==> config.mk <==
export PLATFORM = sky130hd
export DESIGN_NAME = ram_access_ctrl
export DESIGN_NICKNAME = d
export VERILOG_FILES = /design/src/rtl/cpu4_pkg.sv /design/src/rtl/ram_access_ctrl.sv
export SDC_FILE = /design/constraint.sdc
export NUM_CORES = 1
export LEC_CHECK = 0
export CAP_MARGIN = 0
export CELL_PAD_IN_SITES_DETAIL_PLACEMENT = 0
export CELL_PAD_IN_SITES_GLOBAL_PLACEMENT = 2
export CORE_ASPECT_RATIO = 1.2
export CORE_MARGIN = 1.5
export CORE_UTILIZATION = 26
export CTS_CLUSTER_SIZE = 14
export DETAILED_ROUTE_END_ITERATION = 7
export PLACE_DENSITY_LB_ADDON = 0.2
export SLEW_MARGIN = 20
export SYNTH_ARGS = -nofsm -noshare
export SYNTH_HDL_FRONTEND = slang
export SYNTH_SLANG_ARGS = --single-unit
export TNS_END_PERCENT = 100
==> constraint.sdc <==
create_clock -name clk -period 2.35 [get_ports clk]
set_clock_uncertainty 0.2 [all_clocks]
set_input_delay 0.705 -clock clk [delete_from_list [all_inputs] [get_ports clk]]
set_output_delay 0.705 -clock clk [all_outputs]
set_load 0.01 [all_outputs]
==> src/rtl/cpu4_pkg.sv <==
// Shared definitions for the 4-bit CPU datapath: word/address widths and the
// memory-access sequencer state encoding.
package cpu4_pkg;

    localparam int DATA_W = 4;
    localparam int ADDR_W = 4;

    typedef enum logic [2:0] {
        IDLE  = 3'd0,
        SETUP = 3'd1,
        WRITE = 3'd2,
        HOLD  = 3'd3,
        READ  = 3'd4,
        RESP  = 3'd5
    } mem_state_t;

endpackage

==> src/rtl/ram_access_ctrl.sv <==
// Memory-access sequencer between the control unit and the RAM. Address and
// write data are captured at acceptance (MAR/MDR) so every RAM pin is a flop.
module ram_access_ctrl #(
    parameter int DATA_W       = cpu4_pkg::DATA_W,
    parameter int ADDR_W       = cpu4_pkg::ADDR_W,
    parameter int WRITE_CYCLES = 1
) (
    input  logic              clk,
    input  logic              rst,
    input  logic              req_valid,
    output logic              req_ready,
    input  logic              req_we,
    input  logic [ADDR_W-1:0] req_addr,
    input  logic [DATA_W-1:0] req_wdata,
    output logic              rsp_valid,
    output logic [DATA_W-1:0] rsp_rdata,
    output logic              ram_cs,
    output logic              ram_write_en,
    output logic [ADDR_W-1:0] ram_addr,
    output logic [DATA_W-1:0] ram_din,
    input  logic [DATA_W-1:0] ram_dout
);
    import cpu4_pkg::*;

    if (WRITE_CYCLES < 1 || WRITE_CYCLES > 7) begin : gBadWriteCycles
        $fatal(1, "ram_access_ctrl: WRITE_CYCLES must lie in 1..7");
    end

    localparam logic [2:0] WR_LAST = 3'(WRITE_CYCLES - 1);

    mem_state_t        stateReg;
    logic [ADDR_W-1:0] marReg;
    logic [DATA_W-1:0] mdrReg;
    logic [DATA_W-1:0] rdataReg;
    logic              weReg;
    logic [2:0]        wrCntReg;
    logic              readyReg;
    logic              csReg;
    logic              wenReg;
    logic              rspValidReg;

    // Outputs are set on the edge that enters the state they belong to, so each
    // one is a plain flop. readyReg mirrors "in IDLE" but stays low under reset.
    always_ff @(posedge clk) begin
        if (rst) begin
            stateReg    <= IDLE;
            marReg      <= '0;
            mdrReg      <= '0;
            rdataReg    <= '0;
            weReg       <= 1'b0;
            wrCntReg    <= '0;
            readyReg    <= 1'b0;
            csReg       <= 1'b0;
            wenReg      <= 1'b0;
            rspValidReg <= 1'b0;
        end else begin
            rspValidReg <= 1'b0;
            case (stateReg)
                IDLE: begin
                    readyReg <= 1'b1;
                    if (readyReg && req_valid) begin
                        marReg   <= req_addr;
                        mdrReg   <= req_wdata;
                        weReg    <= req_we;
                        readyReg <= 1'b0;
                        csReg    <= 1'b1;
                        stateReg <= SETUP;
                    end
                end
                SETUP: begin
                    if (weReg) begin
                        wenReg   <= 1'b1;
                        wrCntReg <= WR_LAST;
                        stateReg <= WRITE;
                    end else begin
                        stateReg <= READ;
                    end
                end
                WRITE: begin
                    if (wrCntReg == 3'd0) begin
                        wenReg   <= 1'b0;
                        stateReg <= HOLD;
                    end else begin
                        wrCntReg <= wrCntReg - 3'd1;
                    end
                end
                HOLD: begin
                    // Writes answer with the stored word so rsp_rdata is always meaningful.
                    rdataReg    <= mdrReg;
                    csReg       <= 1'b0;
                    rspValidReg <= 1'b1;
                    stateReg    <= RESP;
                end
                READ: begin
                    rdataReg    <= ram_dout;
                    csReg       <= 1'b0;
                    rspValidReg <= 1'b1;
                    stateReg    <= RESP;
                end
                RESP: begin
                    readyReg <= 1'b1;
                    stateReg <= IDLE;
                end
                default: begin
                    readyReg <= 1'b0;
                    csReg    <= 1'b0;
                    wenReg   <= 1'b0;
                    stateReg <= IDLE;
                end
            endcase
        end
    end

    assign req_ready    = readyReg;
    assign rsp_valid    = rspValidReg;
    assign rsp_rdata    = rdataReg;
    assign ram_cs       = csReg;
    assign ram_write_en = wenReg;
    assign ram_addr     = marReg;
    assign ram_din      = mdrReg;

endmodule

After elaboration in Yosys (flattened, before gate mapping)
Cells that the tools add are included.
{"block": "op_classes", "addsub": 1, "bitwise_logic": 2, "reduce_logical": 14, "muxes": 16, "eq_ne": 9}
{"op": "$mux 3", "count": 5}
{"op": "$pmux 3 s4", "count": 1}
{"op": "$ne 2x2->1 const B", "count": 4}
{"op": "$pmux 4 s2", "count": 1}
{"op": "$reduce_or 4->1", "count": 2}
{"op": "$eq 3x2->1 const B", "count": 2}
{"op": "$eq 3x3->1 const B", "count": 2}
{"op": "$logic_not 3->1", "count": 2}
{"op": "$pmux 1 s3", "count": 2}
{"op": "$pmux 3 s2", "count": 1}
{"op": "$reduce_and 2->1", "count": 3}
{"op": "$reduce_and 3->1", "count": 2}
{"op": "$mux 1", "count": 5}
{"op": "$reduce_bool 2->1", "count": 2}
{"op": "$eq 3x1->1 const B", "count": 1}
{"op": "$reduce_or 3->1", "count": 1}
{"op": "$sub 3x1->3 const B", "count": 1}
{"op": "$not 1->1", "count": 2}
{"op": "$pmux 1 s2", "count": 1}
{"op": "$reduce_or 2->1", "count": 1}
{"op": "$logic_and 1x1->1", "count": 1}
{"block": "word_totals", "register_bits": 23}

Longest topological paths before layout
{"block": "depth", "word_depth": 4, "ltp_mapped": 6, "ltp_nobuf": 6}

Worst setup path after synthesis
No wires, ideal clock.
{"block": "synth_path", "kind": "input -> register", "startpoint": "input port req_valid", "endpoint": "register marReg[0], in the netlist ram_addr[0]", "cell_stages": 5, "arrival_ps": 1519, "slack_ps": 503, "required_time_ps": 2022, "path_cell_list": "nand2_1 > nor4_1 > buf_4 > mux2i_1 > nor2_1"}
{"block": "synth_via", "elab_chain_len": 2}
{"item": "start, declared", "line_no": "ram_access_ctrl.sv:10", "rtl": "input logic req_valid,"}
{"item": "$logic_and 1x1->1", "line_no": "ram_access_ctrl.sv:61", "rtl": "if (readyReg && req_valid) begin"}
{"item": "$reduce_and 2->1 (no line)"}
{"item": "end signal, assigned", "line_no": "ram_access_ctrl.sv:62", "rtl": "marReg <= req_addr;"}
{"item": "end, declared", "line_no": "ram_access_ctrl.sv:32", "rtl": "logic [ADDR_W-1:0] marReg;"}
Every way passes these cells.
A chain may end at the register's enable or synchronous reset.

Final worst setup path
{"block": "layout_path", "startpoint": "register readyReg, in the netlist req_ready", "endpoint": "output port req_ready"}
{"item": "start, declared", "line_no": "ram_access_ctrl.sv:37", "rtl": "logic readyReg;"}
{"item": "start signal, assigned", "line_no": "ram_access_ctrl.sv:52", "rtl": "readyReg <= 1'b0;"}
{"item": "start signal, assigned", "line_no": "ram_access_ctrl.sv:60", "rtl": "readyReg <= 1'b1;"}
{"item": "start signal, assigned", "line_no": "ram_access_ctrl.sv:65", "rtl": "readyReg <= 1'b0;"}
{"item": "end, declared", "line_no": "ram_access_ctrl.sv:11", "rtl": "output logic req_ready,"}
No word-level cell between the ends.

==> results.cfg <==
[run_status]
run_status = completed

[logic_synthesis]
synthCells = 109
synth_area_per_cell_um2 = 9.19
async_flop_share = 0
synth_area_um2 = 1000
synth-warning-count = 0
synth_ff_type = dfxtp_1
seq_area_frac_synth = 0.459
synthDistinctLibCells = 26
synth-edff-count = 0
syn_nets = 127
synth_seq_cells = 23

[job]
cap_viol_max_count = 0

[global_routing]
antenna_found_initial = 0
grt-ovfl-total = 0
gr-usage-all-layers = 0.115
grt_pass1_vias = 879
grt_first_pass_wirelength_mm = 3.77
grt_max_degree = 24

[detailed_routing]
route.detailed.drc = 0
wl_per_cell_um = 11.8
viasPerCell = 4.37
wl_met1_mm = 1.00
routed-wl-met3_um = 111
ant_nets = 0
vias = 844
top_layer = met4
first_pass_iters = 4
drt-initial-drc-count = 17
wl_mm = 2.27
wl_met2_mm = 1.14

[timing]
fmax_ghz = 0.470
finalSetupTns_ps = 0
tightestPinTransition_ps = 450
rsz0062_at_grt = false
setup_viol = 0
hold_viol = 0
report.final.slew_viol_count = 0
period_needed_ps = 2130
fin_crit_sh = 0.906
slew_headroom = 0.700

[placement]
port_buffers = 31
hpwl_mm = 1.66
gp_congestion = 0.629
dp_cells = 189

[setup_path]
cp_top_family = buffers and inverters
cp_slowest_cell = clkdlybuf4s50_1
crit_fanout = 5
max_stage_delay_ps = 560
critPathBufInv = 1
critPathLaunchType = flip-flop
path_class = reg2out
end_kind = output pin
crit_arrival_ps = 1220
worstPathCellList = clkdlybuf4s50_1
crit_required_ps = 1440
r2r_setup_slack_ps = 530

[clocking]
ctsHtreeMaxLevel = 1
clkSlewWorstSetupHoldPaths_ps = 80
postCtsSetupBuffers = 0
insertion_delay_ps = 260
ctsResizeCount = 0
holdBufCountCts = 0
numCtsBuffers = 3
clock-root-buffer = clkbuf_8
clockBufferDepth = 2
cts_tree = done
clock-sinks = 23

[floorplan]
core_um2 = 3660
dieWidth_um = 59.7
fp-row-count = 24
initial_core_util = 0.274
die-area_um2 = 4240
ios = 32
die_h_um = 71.0

[power_and_ir_drop]
vdd_drop_max_mv = 0.178
powerDensity_nw_per_um2 = 616
p_leak_nw = 0.497

[worst_hold_path]
hold_path_class = reg2reg

[layout]
drive_above_1_share = 0.0709
syn2layout_area_growth_pct = 41.6
fin_cells = 193
layout.nets = 160
n_antenna_cell = 0
flip-flops by register name (all words and copies together), names as in the netlist:
register and count:
req_ready 1, wrCntReg 3, ram_addr 4, ram_din 4, rsp_rdata 4, weReg 1
ram_write_en 1, rsp_valid 1, ram_cs 1, stateReg 3
cells by family (layout without fill, tap and decap cells):
kind of cell | after synthesis | count (layout) | synth area share
DFF | 23 | 23 | 0.459
and+or+nand+nor | 39 | 39 | 0.202
muxes | 14 | 14 | 0.140
buffers and inverters | 10 | 42 | 0.0512
AOI/OAI and AO/OA | 21 | 21 | 0.122
adders and majority gates | 2 | 2 | 0.0250
layout by cell type (no fill, tap or decap), drive strengths merged:
cell type / count
a211oi: 4
a21o: 1
a21oi: 10
and3b: 1
buf: 4
clkbuf: 4
clkdlybuf4s50: 31
dfxtp: 23
ha: 2
inv: 3
mux2i: 14
nand2: 3
nand2b: 3
nand3b: 1
nor2: 20
nor2b: 3
nor3: 3
nor3b: 1
nor4: 1
o211ai: 1
o21ai: 4
o31ai: 1
or3b: 1
or4: 1
or4b: 1
worst min-delay path: stages, from the launching register on:
cell	delay [ps]
dfxtp_1	310
o21ai_0	70
a21oi_1	60
stage by stage:
| stage | setup WS (ps) | cell area [µm²] | power [mW] | hold slack, ps | utilization |
|---|---|---|---|---|---|
| after global placement | 102 | 1370 | 0.637 | 259 | 0.375 |
| after floorplan | 503 | 1000 | 0.550 | 250 | - |
| final | 221 | 1420 | 0.874 | 279 | 0.387 |
| after CTS | 204 | 1420 | 0.889 | 281 | 0.387 |
| after global routing | 166 | 1420 | 0.924 | 312 | 0.387 |
| after detailed placement | 101 | 1370 | 0.640 | 269 | 0.375 |
power breakdown:
part | internal, mW | leakage (nW) | switching, mW | total, mW
registers | 0.418 | 0.187 | 0.0287 | 0.447
logic | 0.106 | 0.287 | 0.0751 | 0.181
clock network | 0.121 | 0.0228 | 0.125 | 0.246
total | 0.645 | 0.497 | 0.229 | 0.874
layout make-up:
type                       instances  area [µm²]
tap                               52        65.1
clock buffer                       4        45.0
fill                             410        2240
multi-input combinational         76         497
sequential                        23         460
timing repair buffer              35         340
inverter                           3        11.3
synthesized netlist by cell type (2+ instances only):
| cell type | instances | area (µm²) |
|---|---|---|
| nand2_1 | 3 | 11.3 |
| inv_1 | 3 | 11.3 |
| a21oi_1 | 10 | 50.1 |
| buf_2 | 2 | 10.0 |
| mux2i_1 | 14 | 140 |
| o21ai_0 | 4 | 20.0 |
| nor3_1 | 3 | 15.0 |
| a211oi_1 | 4 | 30.0 |
| nor2b_1 | 3 | 18.8 |
| clkbuf_1 | 3 | 11.3 |
| nand2b_1 | 3 | 18.8 |
| nor2_1 | 20 | 75.1 |
| ha_1 | 2 | 25.0 |
| dfxtp_1 | 23 | 460 |
metal layers:
layer,up-vias,track usage
li1,441,-
met1,383,0.133
met2,18,0.194
met3,2,0.0347
met4,0,0.0444
met5,-,0
path summary, 6_finish.rpt:
path	startpoint	end	depth (start not counted)
setup / recovery	req_ready	req_ready	1
hold / removal	wrCntReg[1]	wrCntReg[1]	2
setup reg to reg	stateReg[2]	wrCntReg[2]	3
hold reg to reg	wrCntReg[1]	wrCntReg[1]	2
Power figures use the tool's default switching activity.
